===== config.mk =====
export PLATFORM = sky130hd
export DESIGN_NAME = vel_dispatch
export DESIGN_NICKNAME = d
export VERILOG_FILES = /design/src/rtl/vel_pkg.sv /design/src/rtl/rr_arbiter.sv /design/src/rtl/vel_dispatch.sv
export SDC_FILE = /design/constraint.sdc
export NUM_CORES = 1
export LEC_CHECK = 0
export CAP_MARGIN = 5
export CORE_MARGIN = 4
export CORE_UTILIZATION = 45
export DETAILED_ROUTE_END_ITERATION = 6
export PLACE_DENSITY = 0.71
export SETUP_SLACK_MARGIN = 0.1
export SYNTH_ARGS = -nofsm -noshare
export SYNTH_HDL_FRONTEND = slang
export SYNTH_SLANG_ARGS = --single-unit

===== constraint.sdc =====
create_clock -name clk -period 4.31 [get_ports clk]
set_input_delay 0.862 -clock clk [delete_from_list [all_inputs] [get_ports clk]]
set_output_delay 0.862 -clock clk [all_outputs]
set_load 0.05 [all_outputs]

===== src/rtl/vel_pkg.sv =====
// Shared state encoding, beat-select constants, default Q-format values and
// the saturation helper used by the velocity dispatcher.
package vel_pkg;

    typedef logic [2:0] state_t;

    localparam state_t ST_IDLE   = 3'd0;
    localparam state_t ST_WAIT   = 3'd1;
    localparam state_t ST_ARB    = 3'd2;
    localparam state_t ST_SEND_X = 3'd3;
    localparam state_t ST_SEND_Y = 3'd4;

    localparam logic SEL_X = 1'b0;
    localparam logic SEL_Y = 1'b1;

    localparam int NUM_BOTS_DEF = 3;
    localparam int VEL_W_DEF    = 16;
    localparam int FRAC_W_DEF   = 11;
    localparam int DELAY_DEF    = 300;
    localparam int VEL_MAX_DEF  = 20480;

    function automatic logic signed [31:0] vel_sat(input logic signed [31:0] v,
                                                   input logic signed [31:0] lim);
        if (v > lim) begin
            return lim;
        end else if (v < -lim) begin
            return -lim;
        end
        return v;
    endfunction

endpackage


===== src/rtl/rr_arbiter.sv =====
// Combinational round-robin picker: first requester strictly after the pointer,
// wrapping to the lowest index; one-hot grant plus a valid flag.
module rr_arbiter #(
    parameter int N = 3
) (
    input  logic [N-1:0]         i_req,
    input  logic [$clog2(N)-1:0] i_ptr,
    output logic [N-1:0]         o_gnt,
    output logic                 o_valid
);

    logic [N-1:0] w_hi;
    logic [N-1:0] w_src;
    logic         w_found;

    always_comb begin
        w_hi = '0;
        for (int i = 0; i < N; i++) begin
            w_hi[i] = i_req[i] && (i > int'(i_ptr));
        end
        // Requesters above the pointer win; otherwise wrap to the bottom.
        w_src   = (|w_hi) ? w_hi : i_req;
        o_gnt   = '0;
        w_found = 1'b0;
        for (int i = 0; i < N; i++) begin
            if (w_src[i] && !w_found) begin
                o_gnt[i] = 1'b1;
                w_found  = 1'b1;
            end
        end
        o_valid = |i_req;
    end

endmodule


===== src/rtl/vel_dispatch.sv =====
// Snapshots per-bot velocities on write_check, waits a settle delay, then sends
// each pending bot a vx beat followed by a vy beat. Macro VEL_CLAMP_EN clamps snapshots.
module vel_dispatch
    import vel_pkg::*;
#(
    parameter int NUM_BOTS     = NUM_BOTS_DEF,
    parameter int VEL_W        = VEL_W_DEF,
    parameter int FRAC_W       = FRAC_W_DEF,
    parameter int DELAY_CYCLES = DELAY_DEF,
    parameter int VEL_MAX      = VEL_MAX_DEF
) (
    input  logic                        clk,
    input  logic                        rst,
    input  logic                        write_check,
    input  logic [NUM_BOTS*VEL_W-1:0]   vx_bin,
    input  logic [NUM_BOTS*VEL_W-1:0]   vy_bin,
    input  logic [NUM_BOTS-1:0]         bot_rdy,
    output logic                        out_valid,
    input  logic                        out_ready,
    output logic [VEL_W-1:0]            out_data,
    output logic [$clog2(NUM_BOTS)-1:0] out_bot,
    output logic                        out_sel,
    output logic [NUM_BOTS-1:0]         upd_done,
    output logic                        busy,
    output logic [7:0]                  ovr_cnt
);
    // state   | meaning
    // IDLE    | nothing pending, waiting for write_check
    // WAIT    | settle countdown, reloaded by every write_check
    // ARB     | pick next ready pending bot (one cycle when a candidate exists)
    // SEND_X  | vx beat of latched bot on the output
    // SEND_Y  | vy beat; handshake clears pending and pulses upd_done

    localparam int BW = $clog2(NUM_BOTS);
    localparam int CW = $clog2(DELAY_CYCLES + 1);
    localparam logic [CW-1:0] DLY_LOAD = CW'(DELAY_CYCLES - 1);

    if (NUM_BOTS < 2 || NUM_BOTS > 8 || DELAY_CYCLES < 1 || FRAC_W >= VEL_W
        || VEL_MAX >= (1 << (VEL_W - 1))) begin : g_bad_cfg
        $error("vel_dispatch: illegal parameter set");
    end

    state_t               r_state;
    logic [CW-1:0]        r_cnt;
    logic [BW-1:0]        r_ptr;
    logic [BW-1:0]        r_bot;
    logic [NUM_BOTS-1:0]  r_pend;
    logic [NUM_BOTS-1:0]  r_done;
    logic [7:0]           r_ovr;
    logic                 r_rewait;
    logic [VEL_W-1:0]     r_lat_x;
    logic [VEL_W-1:0]     r_lat_y;
    logic [VEL_W-1:0]     r_snap_x [NUM_BOTS];
    logic [VEL_W-1:0]     r_snap_y [NUM_BOTS];

    logic [VEL_W-1:0]     w_in_x [NUM_BOTS];
    logic [VEL_W-1:0]     w_in_y [NUM_BOTS];
    logic [NUM_BOTS-1:0]  w_cand;
    logic [NUM_BOTS-1:0]  w_gnt;
    logic                 w_gnt_vld;
    logic [BW-1:0]        w_gnt_idx;
    logic [NUM_BOTS-1:0]  w_bot_oh;
    logic                 w_hs_y;
    logic                 w_in_send;
    logic                 w_rewait;
    logic                 w_cnt_tc;
    logic [3:0]           w_pend_cnt;
    logic [8:0]           w_ovr_sum;

`ifdef VEL_CLAMP_EN
    function automatic logic [VEL_W-1:0] sat_word(input logic [VEL_W-1:0] v);
        logic signed [31:0] w_ext;
        w_ext = 32'(signed'(v));
        return VEL_W'(vel_sat(w_ext, 32'(VEL_MAX)));
    endfunction
`endif

    for (genvar g = 0; g < NUM_BOTS; g++) begin : g_in
`ifdef VEL_CLAMP_EN
        assign w_in_x[g] = sat_word(vx_bin[g*VEL_W +: VEL_W]);
        assign w_in_y[g] = sat_word(vy_bin[g*VEL_W +: VEL_W]);
`else
        assign w_in_x[g] = vx_bin[g*VEL_W +: VEL_W];
        assign w_in_y[g] = vy_bin[g*VEL_W +: VEL_W];
`endif
    end

    assign w_cand = r_pend & bot_rdy;

    rr_arbiter #(
        .N (NUM_BOTS)
    ) u_arb (
        .i_req   (w_cand),
        .i_ptr   (r_ptr),
        .o_gnt   (w_gnt),
        .o_valid (w_gnt_vld)
    );

    always_comb begin
        w_gnt_idx = '0;
        for (int i = 0; i < NUM_BOTS; i++) begin
            if (w_gnt[i]) begin
                w_gnt_idx = BW'(i);
            end
        end
    end

    always_comb begin
        w_pend_cnt = '0;
        for (int i = 0; i < NUM_BOTS; i++) begin
            w_pend_cnt = w_pend_cnt + {3'b000, r_pend[i]};
        end
    end

    assign w_bot_oh  = NUM_BOTS'(1) << r_bot;
    assign w_in_send = (r_state == ST_SEND_X) || (r_state == ST_SEND_Y);
    assign w_hs_y    = (r_state == ST_SEND_Y) && out_ready;
    assign w_rewait  = r_rewait || write_check;
    assign w_cnt_tc  = (r_cnt <= CW'(1));
    assign w_ovr_sum = {1'b0, r_ovr} + {5'b00000, w_pend_cnt};

    always_ff @(posedge clk) begin
        if (rst) begin
            r_state <= ST_IDLE;
            r_bot   <= '0;
            r_ptr   <= BW'(NUM_BOTS - 1);
            r_lat_x <= '0;
            r_lat_y <= '0;
        end else begin
            case (r_state)
                ST_IDLE: begin
                    if (write_check) begin
                        r_state <= ST_WAIT;
                    end
                end
                ST_WAIT: begin
                    if (!write_check && w_cnt_tc) begin
                        r_state <= ST_ARB;
                    end
                end
                ST_ARB: begin
                    if (write_check) begin
                        r_state <= ST_WAIT;
                    end else if (r_pend == '0) begin
                        r_state <= ST_IDLE;
                    end else if (w_gnt_vld) begin
                        r_state <= ST_SEND_X;
                        r_bot   <= w_gnt_idx;
                        r_ptr   <= w_gnt_idx;
                        r_lat_x <= r_snap_x[w_gnt_idx];
                        r_lat_y <= r_snap_y[w_gnt_idx];
                    end
                end
                ST_SEND_X: begin
                    if (out_ready) begin
                        r_state <= ST_SEND_Y;
                    end
                end
                ST_SEND_Y: begin
                    if (out_ready) begin
                        r_state <= w_rewait ? ST_WAIT : ST_ARB;
                    end
                end
                default: r_state <= ST_IDLE;
            endcase
        end
    end

    // Counter reaches zero on the same edge that moves WAIT to ARB.
    always_ff @(posedge clk) begin
        if (rst) begin
            r_cnt <= '0;
        end else if (write_check || (w_hs_y && r_rewait)) begin
            r_cnt <= DLY_LOAD;
        end else if (r_state == ST_WAIT && r_cnt != '0) begin
            r_cnt <= r_cnt - CW'(1);
        end
    end

    always_ff @(posedge clk) begin
        if (rst) begin
            r_rewait <= 1'b0;
        end else if (w_hs_y) begin
            r_rewait <= 1'b0;
        end else if (write_check && w_in_send) begin
            r_rewait <= 1'b1;
        end
    end

    // A new snapshot re-arms every bot, even the one whose transfer is finishing.
    always_ff @(posedge clk) begin
        if (rst) begin
            r_pend <= '0;
        end else if (write_check) begin
            r_pend <= '1;
        end else if (w_hs_y) begin
            r_pend <= r_pend & ~w_bot_oh;
        end
    end

    always_ff @(posedge clk) begin
        if (rst) begin
            r_done <= '0;
            r_ovr  <= '0;
        end else begin
            r_done <= w_hs_y ? w_bot_oh : '0;
            if (write_check) begin
                r_ovr <= w_ovr_sum[8] ? 8'hFF : w_ovr_sum[7:0];
            end
        end
    end

    always_ff @(posedge clk) begin
        if (rst) begin
            for (int i = 0; i < NUM_BOTS; i++) begin
                r_snap_x[i] <= '0;
                r_snap_y[i] <= '0;
            end
        end else if (write_check) begin
            for (int i = 0; i < NUM_BOTS; i++) begin
                r_snap_x[i] <= w_in_x[i];
                r_snap_y[i] <= w_in_y[i];
            end
        end
    end

    assign out_valid = w_in_send;
    assign out_sel   = (r_state == ST_SEND_Y) ? SEL_Y : SEL_X;
    assign out_data  = (r_state == ST_SEND_Y) ? r_lat_y : r_lat_x;
    assign out_bot   = r_bot;
    assign upd_done  = r_done;
    assign busy      = (r_state != ST_IDLE) || (r_pend != '0);
    assign ovr_cnt   = r_ovr;

endmodule


# Word-level counts from Yosys, hierarchy flattened
# Memory sizes are Yosys's and may differ from the RTL's. A register that Yosys moved wholly into a read port is not among the register bits.
# Index checks and enable logic that the tools add are counted.
dict set report totals {
  register_bits 31
  rom_bits 0
  latch_bits 0
  output_inout_bits 32
  n_memories 2
  ramBits 96
  word_cells 104
  inputBits 103
}
# name words word_bits rd rd_clocked_by_memory_dff wr line_no
set mem_list {}
lappend mem_list {r_snap_x 3 16 1 1 3 vel_dispatch.sv:53} ;# logic [VEL_W-1:0] r_snap_x [NUM_BOTS];
lappend mem_list {r_snap_y 3 16 1 1 3 vel_dispatch.sv:54} ;# logic [VEL_W-1:0] r_snap_y [NUM_BOTS];
dict set report classes {
  n_lt_le_gt_ge 3
  multipliers 0
  muxes 34
  n_addsub 4
  shift 1
  reduce_logical 30
  n_div 0
  n_eq_ne 9
  bitwise 12
}
# operator count
set ops {}
lappend ops {{$mux 16} 7}
lappend ops {{$mux 3} 10}
lappend ops {{$mux 9} 2}
lappend ops {{$pmux 3 s5} 1}
lappend ops {{$mux 1} 11}
lappend ops {{$add 8x3->9} 1}
lappend ops {{$le 9x1->1 const B} 1}
lappend ops {{$logic_and 1x1->1} 9}
lappend ops {{$reduce_bool 9->1} 1}
lappend ops {{$sub 9x1->9 const B} 1}
lappend ops {{$mux 8} 1}
lappend ops {{$ne 2x2->1 const B} 4}
lappend ops {{$reduce_or 2->1} 4}
lappend ops {{$and 3x3->3} 2}
lappend ops {{$eq 3x2->1 const B} 2}
lappend ops {{$logic_not 3->1} 2}
lappend ops {{$or 1x1->1} 6}
lappend ops {{$reduce_bool 3->1} 2}
lappend ops {{$reduce_and 5->1} 1}
lappend ops {{$logic_or 1x1->1} 4}
lappend ops {{$mux 2} 2}
lappend ops {{$ne 4x3->1 const B} 1}
lappend ops {{$reduce_and 4->1} 1}
lappend ops {{$reduce_bool 2->1} 2}
lappend ops {{other kinds (11)} 15}

# Longest topological paths before layout
# Gate-level depths: netlist of run 1.
dict set report depth {
  ltp_word 12
  ltp_mapped 7
  mapped_depth_nobuf 7
}

# Hierarchy
# Synthesis of run 1 repeated with hierarchy kept, for this count alone.
dict set report hier_totals {
  hier_cells 659
  area_unflattened_um2 7070.5
}
# module area_per_inst_um2 cells_each instances seq_area_each_um2
set by_module_without_submodules {}
lappend by_module_without_submodules {vel_dispatch 7005.5 649 1 4124.0}
lappend by_module_without_submodules {rr_arbiter 65.1 10 1 0.0}

# Least setup slack after synthesis of run 1
# Ideal clock, no wire load.
dict set report synth_path {
  path_type {input -> register}
  start {in write_check}
  end {mem r_snap_x[0][0] (netlist name), enable pin}
  setup_slack_ns 0.698
  arrival_time_ns 3.162
  required_ns 3.860
  setup_time_ns 0.450
  n_path_buf 2
  stages 4
  cell_sequence {buf_6 > clkbuf_1 > nor2_1 > inv_1}
}
# item line_no
set synth_rtl {}
lappend synth_rtl {{from (decl)} vel_dispatch.sv:14} ;# input logic write_check,
lappend synth_rtl {{to (decl)} vel_dispatch.sv:53}

# Worst setup path after layout of run 1
dict set report layout_path {
  start {reg r_state[2]}
  end {out out_data[1]}
}
dict set report layout_via {
  elab_chain_len 2
}
# item line_no
set layout_rtl {}
lappend layout_rtl {{from (decl)} vel_dispatch.sv:43} ;# state_t r_state;
lappend layout_rtl {{from (signal assigned)} vel_dispatch.sv:161} ;# r_state <= w_rewait ? ST_WAIT : ST_ARB;
lappend layout_rtl {{$eq 3x3->1} vel_dispatch.sv:229} ;# assign out_data = (r_state == ST_SEND_Y) ? r_lat_y : r_lat_x;
lappend layout_rtl {{$mux 16} vel_dispatch.sv:229}
lappend layout_rtl {{to (decl)} vel_dispatch.sv:20} ;# output logic [VEL_W-1:0] out_data,
# No other way between the ends.

==> metrics, run 1 <==
DR pass1 iterations 7; Avg Inst Size Synth 12.24 sq um; post-route insts no fill 907; # IOs 135; crit path launch r_state[2]; HPWL after detailed placement 11.45 mm; Peak Freq 287.9 MHz; Crit path arrival time 2.61 ns; Post-Synth Simple-Gate Area 16.73%; Tmin final 3.473 ns; worst vdd ir 0.0002797 V; GRT Total Usage 19.47%; core area 15,260 sq um; Worst path slowest cell clkdlybuf4s50_1; Slew HR 24.93%; Max Cap Violations 0; CTS Buf Count 17; mux share of post-synthesis cell area 3.331%; initial antenna violation count 0; vias in the first global route 5,353; WP data required 3.45 ns; met2 usage 33.75%; Critical Path Fanout Max 19; Ant. Diodes 0; maximum number of pins on one net before global-route repair 99; Synth Area in Adders 1.461%; final non-filler cell area 9099 sq um; I/O Buffers 134; FF-to-FF Start r_pend[0]; Routed Wire Length 17.21 mm; vias per std cell 5.692; CP endpoint kind output pin; top_reg_cell synth edfxtp_1; FILL cells 1,197; critical path class flip-flop to output pin; # DRC 2; CTS tree built; Finish-stage setup viols 0; Syn Inst Count 574; max incr delay on CP 0.71 ns; biggest area consumer among synthesized cells edfxtp_1; Hold Violations, Final 0; Congestion Overflow GR 0; clock-pin slew on the worst setup and hold paths 0.06 ns; # nets final 793; area of the multi-input gates 2625 sq um; Synth Area in Compound Gates 15.30%; first-pass GRT wire length 27.38 mm; Commonest cells post-synth and3_1, edfxtp_1, dfxtp_1, nor2_1, clkbuf_1; Worst Setup Start Kind flip-flop; Post-Synth XOR/XNOR Area 0.3741%; Starting Density 46.04%; Netlist cell types 53; synth top area cells edfxtp_1, dfxtp_1, and3_1; post-synthesis sequential area ratio 58.71%; layout cells sized above 1 14.94%; largest family of logic cells by synthesized area simple AND/OR/NAND/NOR gates; status finished, violations left; # rows 45; Ys Warns 0; Antenna Nets Post-Route 0; 1st-iter DRT viols 456; die span in x 132.9 microns; Worst-Margin Slew 1.124 ns; Final period util 80.58%; grt met1 use 23.90%; RSZ-0062 raised after global routing false; reg2reg path depth 7; Clk Latency, worst-skew pair 0.42 ns; Final Skew 0.008000 ns; Hold-fix buffers, CTS 0; Seq cells post-synth 158; area of the mapped netlist 7024 sq um; Yosys top cell area share 41.04%; average routed wire per standard cell 18.97 microns; total negative slack 0 ns; worst min path class flip-flop to flip-flop; PostCTS Resize Cnt 0; Slew Viols, Final 0; Post-CTS Setup Inserts 0; most common cell in the netlist and3_1; storage element area 4124 sq um; layer with the highest usage met2; failing checks DRC; FF-to-FF setup slack 1.97 ns; P per Cell Area 422.1 nW/um^2; Post-synth EDFFs 96; hold path depth 2; clk root buf clkbuf_16; asr flop ratio synth 0%; Pleak 3.469 nW; routed vias 5,163; clk buf depth 2; Layout area overhead 29.53%; Die Height 132.9 microns; Post-DP Area 8473 sq um; CP cell instances nor3b_2 > buf_4 > mux2_2 > clkdlybuf4s50_1; syn nets 684; global routing usage on met3 5.475%; dpl cells 875; Clock Sinks 158; H-tree levels 4; RD Place Congestion 0.8045; Die ar. 17,670 sq um; Hold Startpoint r_cnt[7]
-- path summary, 6_finish.rpt --
kind                  to
max          out_data[1]
min reg2reg     r_cnt[7]
min             r_cnt[7]
max reg2reg   ovr_cnt[5]
-- report_power, final --
part | total (W) | internal (W) | switching (W)
combinational | 0.000504 | 0.000235 | 0.000268
clock | 0.00156 | 0.000960 | 0.000595
sequential | 0.00178 | 0.00171 | 0.0000681
-- metal layers --
metal / routed length [microns] / vias to the layer above
li1: - / 2467
met1: 6903 / 2489
met2: 8867 / 185
met3: 1138 / 22
met4: 295 / 0
met5: 0 / -
-- cell type report --
cell class | instances | area share [%]
Clock buffer | 19 | 5.102
Sequential cell | 158 | 45.32
Inverter | 8 | 0.3438
Clock inverter | 13 | 1.774
Tap cell | 211 | 2.902
Timing Repair Buffer | 142 | 15.70
Multi-Input combinational cell | 356 | 28.85
-- through the flow --
step           util [%]  worst slack [ns]  hold WS, ns  power, W
6_report          59.63            0.8371       0.4942  0.003840
5_1_grt           59.63            0.7224       0.5234  0.003987
4_1_cts           59.63            0.8337       0.4962  0.003858
3_5_place_dp      55.53             1.189       0.4879  0.002309
3_3_place_gp      55.53             1.285       0.4698  0.002285
2_1_floorplan         -            0.6983       0.4591  0.002107
-- critical path, delay by kind of cell, from the launching register on --
family | cells | cell delay, ns
buffers and inverters | 2 | 1.01
DFF | 1 | 0.54
muxes | 1 | 0.40
and+or+nand+nor | 1 | 0.22
-- layout by cell type (no fill, tap or decap), drive strengths merged, types with 2 or more instances in the layout --
cell and count:
nand2 17, fa 2, or4 4, nor4bb 2, nor2 44, a31oi 6, buf 10, nor3b 5
a222oi 32, clkinv 6, a211oi 34, o21ai 10, or2 4, inv 8, bufinv 3, a21oi 16
clkbuf 19, xnor2 2, nand3b 4, nand3 5, and3 98, clkinvlp 4, o211ai 2, clkdlybuf4s50 132
o31ai 5, dfxtp 62, mux2i 2, a22o 2, edfxtp 96, ha 5, nor4 3, mux2 19
nand4 3, or3 3, nor3 10
-- logic make-up after synthesis --
kind of cell | Yosys count
simple gates | 209
flops | 158
compound gates | 116
buf+inv | 60
mux | 21
fa+ha+maj | 7
xor+xnor | 3
-- state kept, by name (all words and copies together), names as in the netlist, 2 cells and up --
name,count
r_snap_x,48
r_snap_y,48
r_lat_x,16
r_lat_y,16
r_cnt,9
ovr_cnt,8
r_pend,3
r_state,3
upd_done,3
r_ptr,2
No activity file was read; power rests on OpenSTA's default activity.
==> run 2: changes to the inputs <==
--- a/config.mk
+++ b/config.mk
@@ -9,7 +9,7 @@
 export CORE_MARGIN = 4
 export CORE_UTILIZATION = 45
 export DETAILED_ROUTE_END_ITERATION = 6
-export PLACE_DENSITY = 0.71
+export PLACE_DENSITY = 0.74
 export SETUP_SLACK_MARGIN = 0.1
 export SYNTH_ARGS = -nofsm -noshare
 export SYNTH_HDL_FRONTEND = slang
==> constraint.sdc (replaced) <==
create_clock -name clk -period 2.8 [get_ports clk]
set_input_delay 0.56 -clock clk [delete_from_list [all_inputs] [get_ports clk]]
set_output_delay 0.56 -clock clk [all_outputs]
set_load 0.05 [all_outputs]
==> run 2 against run 1 <==
The run still ends with DRC left. Clock power rose by 40%. Sequential power is 54% higher. Count of clock-buffer cells in the layout grew 4. Design area is 0.14% lower. Utilization down 0.082 points. Critical path depth is the same. Final cell count is 0.66% higher. First-iteration DRC count rose by 18%. Via count up 1.2%. Critical endpoint is now out_data[14]. Largest power group unchanged.
==> metrics, run 2 (synthesis gave the netlist of run 1 again) <==
1st-iter DRT viols 538 (+18%); FF-to-FF setup slack 0.46 ns (-1.51 ns); Post-DP Area 8508 sq um (+0.41%); # nets final 799 (+0.76%); critical path class flip-flop to output pin; layout cells sized above 1 18.52% (+3.6 points); FF-to-FF End ovr_cnt[5]; max incr delay on CP 0.44 ns (-0.27 ns); Max Cap Violations 0 (unchanged); first-pass GRT wire length 27.52 mm (+0.50%); HPWL after detailed placement 11.72 mm (+2.4%); Die Height 132.9 microns (unchanged); reg2reg path depth 7 (unchanged); CP cell instances nor3b_2 > buf_4 > mux2_2 > buf_4; Antenna Nets Post-Route 0 (unchanged); Starting Density 46.04% (unchanged); maximum number of pins on one net before global-route repair 97 (-2.0%); Crit path arrival time 2.03 ns (-0.58 ns); routed vias 5,225 (+1.2%); worst min path class flip-flop to flip-flop; Slew Viols, Final 0 (unchanged); Routed Wire Length 17.61 mm (+2.3%); final non-filler cell area 9086 sq um (-0.14%); GRT Total Usage 19.83% (+0.36 points); H-tree levels 4 (unchanged); Layout area overhead 29.36%; die span in x 132.9 microns (unchanged); RSZ-0062 raised after global routing false; Post-CTS Setup Inserts 0 (unchanged); FILL cells 1,225 (+2.3%); Slew HR 53.57% (+29 points); most frequent cells in the layout clkdlybuf4s50_1, and3_1, edfxtp_1; Tmin final 2.590 ns; Hold Startpoint ovr_cnt[0]; Critical Path Fanout Max 17 (-2); Largest regs r_snap_x x48, r_snap_y x48; RD Place Congestion 0.8110 (+0.81%); Die ar. 17,670 sq um (unchanged); WP data required 2.24 ns (-1.21 ns); total negative slack 0 ns (unchanged); Peak Freq 386.2 MHz; vias per std cell 5.723 (+0.54%); DR pass1 iterations 7 (unchanged); clk root buf clkbuf_16; most common cell after layout, fill and taps aside clkdlybuf4s50_1; CP endpoint kind output pin; Top delay family on crit path buffers and inverters; Worst Path Buf+Inv 2 (unchanged); storage element area 4125 sq um (about the same); crit path launch r_state[2]; # IOs 135 (unchanged); failing checks DRC; FF-to-FF Start r_pend[0]; CTS Buf Count 17 (unchanged); Worst Hold End ovr_cnt[0]; # DRC 2 (unchanged); initial antenna violation count 0 (unchanged); P per Cell Area 627.5 nW/um^2 (+49%); Pleak 3.537 nW (+2.0%); Ant. Diodes 0 (unchanged); CP most frequent cell buf_4; Final Skew 0.005762 ns (-0.002238 ns); PostCTS Resize Cnt 1 (+1); clk buf depth 2 (unchanged); # rows 45 (unchanged); CTS tree built; area of the multi-input gates 2633 sq um (+0.29%); Clock Sinks 158 (unchanged); average routed wire per standard cell 19.28 microns (+1.7%); Worst Setup Start Kind flip-flop; status finished, violations left; worst vdd ir 0.0004551 V (+63%); vias in the first global route 5,344 (-0.17%); Worst-Margin Slew 0.6954 ns (-0.4290 ns); Finish-stage setup viols 0 (unchanged); clock-pin slew on the worst setup and hold paths 0.06 ns (about the same); Hold-fix buffers, CTS 0 (unchanged); Final period util 92.49%; Worst path slowest cell dfxtp_2; Congestion Overflow GR 0 (unchanged); I/O Buffers 134 (unchanged); Hold Violations, Final 0 (unchanged); hold path depth 2 (unchanged); Clk Latency, worst-skew pair 0.42 ns (about the same); core area 15,260 sq um (unchanged)
==> run 2: worst max-delay path by stage <==
stage	cells past startpoint	endpoint
after detailed placement	6	r_lat_y[9]
final	4	out_data[14]
after global placement	6	r_lat_y[9]
after floorplan	4	r_snap_x[0][0]
after global routing	4	out_data[14]
after CTS	4	busy
==> run 2: area by class of cell <==
class,count,share of cell area [%]
multi-input combinational,356,28.97
clock inverter,9,0.6059
timing repair buffer,148,16.03
inverter,8,0.3718
tap,211,2.906
sequential,158,45.40
clock buffer,23,5.715
==> run 2: power by group <==
part | internal (W) | leakage (nW) | switching, W | total [W]
combinational | 0.000368 | 1.72 | 0.000405 | 0.000773
sequential | 0.00264 | 1.54 | 0.000105 | 0.00274
clock | 0.00130 | 0.286 | 0.000888 | 0.00219
total | 0.00430 | 3.54 | 0.00140 | 0.00570
==> run 2: worst register-to-register path, cell delays in order (launching register included) <==
cell and delay (ns):
dfxtp_1 0.40, fa_1 0.53, ha_1 0.18, fa_1 0.23, nand4_1 0.18, or2_2 0.38
and3_1 0.19, nor3_1 0.16
==> run 2: stage by stage <==
step           hold slack, ns  std cells  util [%]  setup WS, ns  total power (W)
3_5_place_dp           0.4913        881     55.76        0.3131         0.003559
4_1_cts                0.5002        913     59.53        0.1848         0.005735
2_1_floorplan          0.4591        574         -       0.05586         0.003245
5_1_grt                0.5205        913     59.55        0.1105         0.005922
3_3_place_gp           0.4711        881     55.76        0.3279         0.003527
6_report               0.4910        913     59.55        0.2104         0.005702
==> run 2: routing by layer <==
layer	GRT usage, %	vias to the layer above	wire length (microns)
li1	-	2469	-
met1	23.29	2538	6793
met2	34.96	187	9392
met3	4.449	31	1030
met4	8.199	0	391
met5	0	-	0
==> RTL change 1: new RTL, config.mk and constraints of run 1 <==
The package constant `DELAY_DEF` goes from 300 to 150.
--- a/src/rtl/vel_pkg.sv
+++ b/src/rtl/vel_pkg.sv
@@ -18,3 +18,3 @@
     localparam int FRAC_W_DEF   = 11;
-    localparam int DELAY_DEF    = 300;
+    localparam int DELAY_DEF    = 150;
     localparam int VEL_MAX_DEF  = 20480;
Behaviour: no difference found for any inputs over 10 cycles, from zero or initial values and one cycle with rst high; that may be too few to reach the edited logic, so the function may still have changed.
==> RTL change 1 against run 1 <==
Design area fell by 1.1%; power fell by 0.89%; sequential cell count fell by 1; routed wire length fell by 10%; synthesized area fell by 2.3%; setup slack got worse by 98 ps; fmax fell by 2.8%; die area fell by 2.1%; critical endpoint is now out_data[8]; largest cell class unchanged.
==> RTL change 1: results (changes against run 1) <==
- Worst hold slack: 504 ps (+9.71 ps)
- Met3 WL: 795 um (-30%)
- Total Wirelength: 15400 um (-10%)
- Worst Clk Skew: 6.12 ps (-1.88 ps)
- Min Tclk post-route: 3570 ps (+98.3 ps)
- All-layer global routing usage: 18.2% (-1.3 points)
- Post-synthesis cell type count: 52 (-1.9%)
- Slew headroom: 37.5% (+13 points)
- Switching part of the total: 23.5% (-0.72 points)
- Syn Inst Count: 560 (-2.4%)
- Fill cell count: 1185 (-1.0%)
- Share of layout cells above drive strength 1: 12.5% (-2.4 points)
- Mapped Nets: 670 (-2.0%)
- GP Congestion: 0.824 (+2.4%)
- Synth Area in Adders: 1.49% (+0.034 points)
- R2R depth: 5 (-2)
- VDD IR max: 0.315 mV (+12%)
- Starting DRC count in detailed routing: 397 (-13%)
- WL met1: 6490 um (-6.1%)
- Met2 WL: 7890 um (-11%)
- Largest net degree at the start of global routing: 69 (-30%)
- Layout Cells excl Fill: 879 (-3.1%)
- GR Layer Usage met3: 4.13% (-1.3 points)
- Total Nets Final: 792 (-0.13%)
- M1 GR Usage: 22.5% (-1.4 points)
- Status: completed
- Worst Path Max Fanout: 22 (+3)
- Synth area leaders: edfxtp_1, dfxtp_1, and2_1
- Seq/Total Area, Yosys: 59.8% (+1.1 points)
- Top cells by count, synth: and2_1, edfxtp_1, dfxtp_1
- Leakage: 3.20 nW (-7.7%)
- Vias in the first global route: 5117 (-4.4%)
- Compound-cell area share of the yosys netlist: 14.3% (-0.99 points)
RTL change 1: changes by cell type after synthesis, moves of 4 or more:
cell / change
and3_1: -97
and2_1: +96
a211oi_1: +17
a211oi_2: -14
clkbuf_1: -11
nand2_1: -8
nor2_1: +8
buf_6: -7
buf_2: +6
buf_4: +4
nand2b_1: +4
RTL change 1: power groups by stage:
stage	combinational, mW	sequential [mW]	clock [mW]
global route	0.539	1.78	1.64
global placement	0.476	1.80	0
CTS	0.493	1.77	1.57
detailed placement	0.492	1.80	0
finish	0.491	1.77	1.54
floorplan	0.311	1.78	0
RTL change 1: layout make-up:
class	count	area, um2	share of cell area (%)
well taps	184	230	2.56
flip-flops and latches	157	4100	45.6
inverters	5	18.8	0.209
repair buffers	146	1450	16.1
multi-input cells	355	2580	28.6
clock inverters	15	193	2.14
clock buffers	17	425	4.73
RTL change 1: cell families (layout without fill, tap and decap cells):
kind of cell / count (synthesis) / after routing
simple gates: 210 / 210
flops: 157 / 157
compound gates: 113 / 113
buf+inv: 48 / 183
mux: 21 / 21
fa+ha+maj: 7 / 7
xor+xnor: 4 / 4
RTL change 1: critical path: stages, from the launching register on:
cell,delay [ps]
dfxtp_1,510
nor3b_2,300
buf_4,350
mux2_2,410
clkdlybuf4s50_1,720
RTL change 1: final timing paths:
kind,start,endpoint
max,r_state[2]$_SDFFE_PP0P_,out_data[8]
min,r_lat_y[15]$_SDFFE_PP0P_,r_lat_y[15]$_SDFFE_PP0P_
max reg2reg,r_pend[1]$_SDFFE_PP0P_,r_lat_x[14]$_SDFFE_PP0P_
min reg2reg,r_lat_y[15]$_SDFFE_PP0P_,r_lat_y[15]$_SDFFE_PP0P_
==> RTL change 2: new RTL, flow settings as in run 1 <==
Made on the original files. Make the reset (`rst`) asynchronous in 6 clocked blocks.
--- a/src/rtl/vel_dispatch.sv
+++ b/src/rtl/vel_dispatch.sv
@@ -121,3 +121,3 @@
 
-    always_ff @(posedge clk) begin
+    always_ff @(posedge clk or posedge rst) begin
         if (rst) begin
@@ -169,3 +169,3 @@
     // Counter reaches zero on the same edge that moves WAIT to ARB.
-    always_ff @(posedge clk) begin
+    always_ff @(posedge clk or posedge rst) begin
         if (rst) begin
@@ -179,3 +179,3 @@
 
-    always_ff @(posedge clk) begin
+    always_ff @(posedge clk or posedge rst) begin
         if (rst) begin
@@ -190,3 +190,3 @@
     // A new snapshot re-arms every bot, even the one whose transfer is finishing.
-    always_ff @(posedge clk) begin
+    always_ff @(posedge clk or posedge rst) begin
         if (rst) begin
@@ -200,3 +200,3 @@
 
-    always_ff @(posedge clk) begin
+    always_ff @(posedge clk or posedge rst) begin
         if (rst) begin
@@ -212,3 +212,3 @@
 
-    always_ff @(posedge clk) begin
+    always_ff @(posedge clk or posedge rst) begin
         if (rst) begin
Formal check against the unedited RTL: differs if rst is asserted again (counterexample within 4 cycles, from zero or initial values and one cycle with rst high); with rst held inactive, the same outputs for 10 cycles.
==> RTL change 2 against run 1 <==
Synthesized area shrank 1.0%; global-route usage rose by 0.74 points; setup slack lost 82 ps; design area is 0.11% lower; clock skew about the same; first-iteration DRC count shrank 25%; highest routed layer unchanged; sequential cell count stayed put; utilization rose by 0.38 points; routed wire length down 0.13%.
Power is not compared: it rests on default switching activity, and its combinational part moved more than twofold at a synthesized area within 25%.
==> RTL change 2: results (changes against run 1) <==
- Sequential cells: 158 (unchanged)
- Vias in the first global route: 5183 (-3.2%)
- Status: completed
- Worst-margin pin slew: 905 ps (-219 ps)
- Max frequency: 0.281 GHz (-2.3%)
- Vias per Instance: 5.51 (-3.2%)
- Pre-Repair DR Iteration Count: 4 (-3)
- Placed inst area: 8480 um2 (+0.12%)
- Largest net degree at the start of global routing: 72 (-27%)
- Met3 WL: 942 um (-17%)
- Clk cell area share: 6.66% (-0.21 points)
- Pre-CTS setup slack: 1170 ps (-14.7 ps)
- Met2 WL: 8130 um (-8.3%)
- Top cells by count, synth: dfrtp_1, mux2_2, nand2_1
- Signal buf overhead: 15.6% (-0.093 points)
- Nonclk buf count: 143 (+0.70%)
- # clk buffers: 20 (+1)
- Routed length per instance: 19.3 um (+1.7%)
- Post-synthesis cell type count: 54 (+1.9%)
- DP Wirelength: 12100 um (+6.0%)
- GR Layer Usage met3: 4.69% (-0.78 points)
- Share of layout cells above drive strength 1: 21.1% (+6.1 points)
- Worst Clk Skew: 7.73 ps (-0.266 ps)
- Met2 Usage GRT: 31.0% (-2.8 points)
- Mapped Nets: 668 (-2.3%)
- Seq/Total Area, Yosys: 56.9% (-1.8 points)
- Ys async rst share: 100% (+100 points)
- Fill cell count: 1214 (+1.4%)
- First-pass GRT wire length: 27900 um (+1.9%)
- Worst hold slack: 478 ps (-15.7 ps)
- CP max stage delay: 810 ps (+100 ps)
- WL met1: 7790 um (+13%)
- GP Congestion: 0.828 (+2.9%)
- Layout Cells excl Fill: 891 (-1.8%)
- Average size of a mapped cell: 12.5 um2 (+1.8%)
- Power Total: 5.46 mW
- Multi-input gate area: 2840 um2 (+8.2%)
- Total Nets Final: 800 (+0.88%)
- M1 GR Usage: 28.5% (+4.6 points)
- Synth area leaders: dfrtp_1, mux2_2, mux2i_1
- Syn-to-layout area delta: 30.7%
- Starting DRC count in detailed routing: 342 (-25%)
## RTL change 2: cell families (layout without fill, tap and decap cells)
kind of cell,after synthesis,in the layout,synth area share [%]
compound gates,101,101,9.81
xor+xnor,9,9,1.13
fa+ha+maj,7,7,1.48
buf+inv,38,183,2.34
flops,158,158,56.9
mux,131,131,20.6
simple gates,114,114,7.76
## RTL change 2: final timing paths
| path | from | cells after the start | endpoint |
|---|---|---|---|
| worst max-delay path | r_state[0]$_DFFE_PP0P_ | 7 | out_data[10] |
| worst min-delay path | r_lat_y[0]$_DFFE_PP0P_ | 2 | r_lat_y[0]$_DFFE_PP0P_ |
| worst max register to register | r_state[1]$_DFFE_PP0P_ | 6 | r_lat_y[5]$_DFFE_PP0P_ |
| worst min register to register | r_lat_y[0]$_DFFE_PP0P_ | 2 | r_lat_y[0]$_DFFE_PP0P_ |
| max in group asynchronous | rst | 3 | r_ptr[1]$_DFFE_PP1P_ |
| min in group asynchronous | rst | 2 | r_snap_x[45]$_DFFE_PP0P_ |
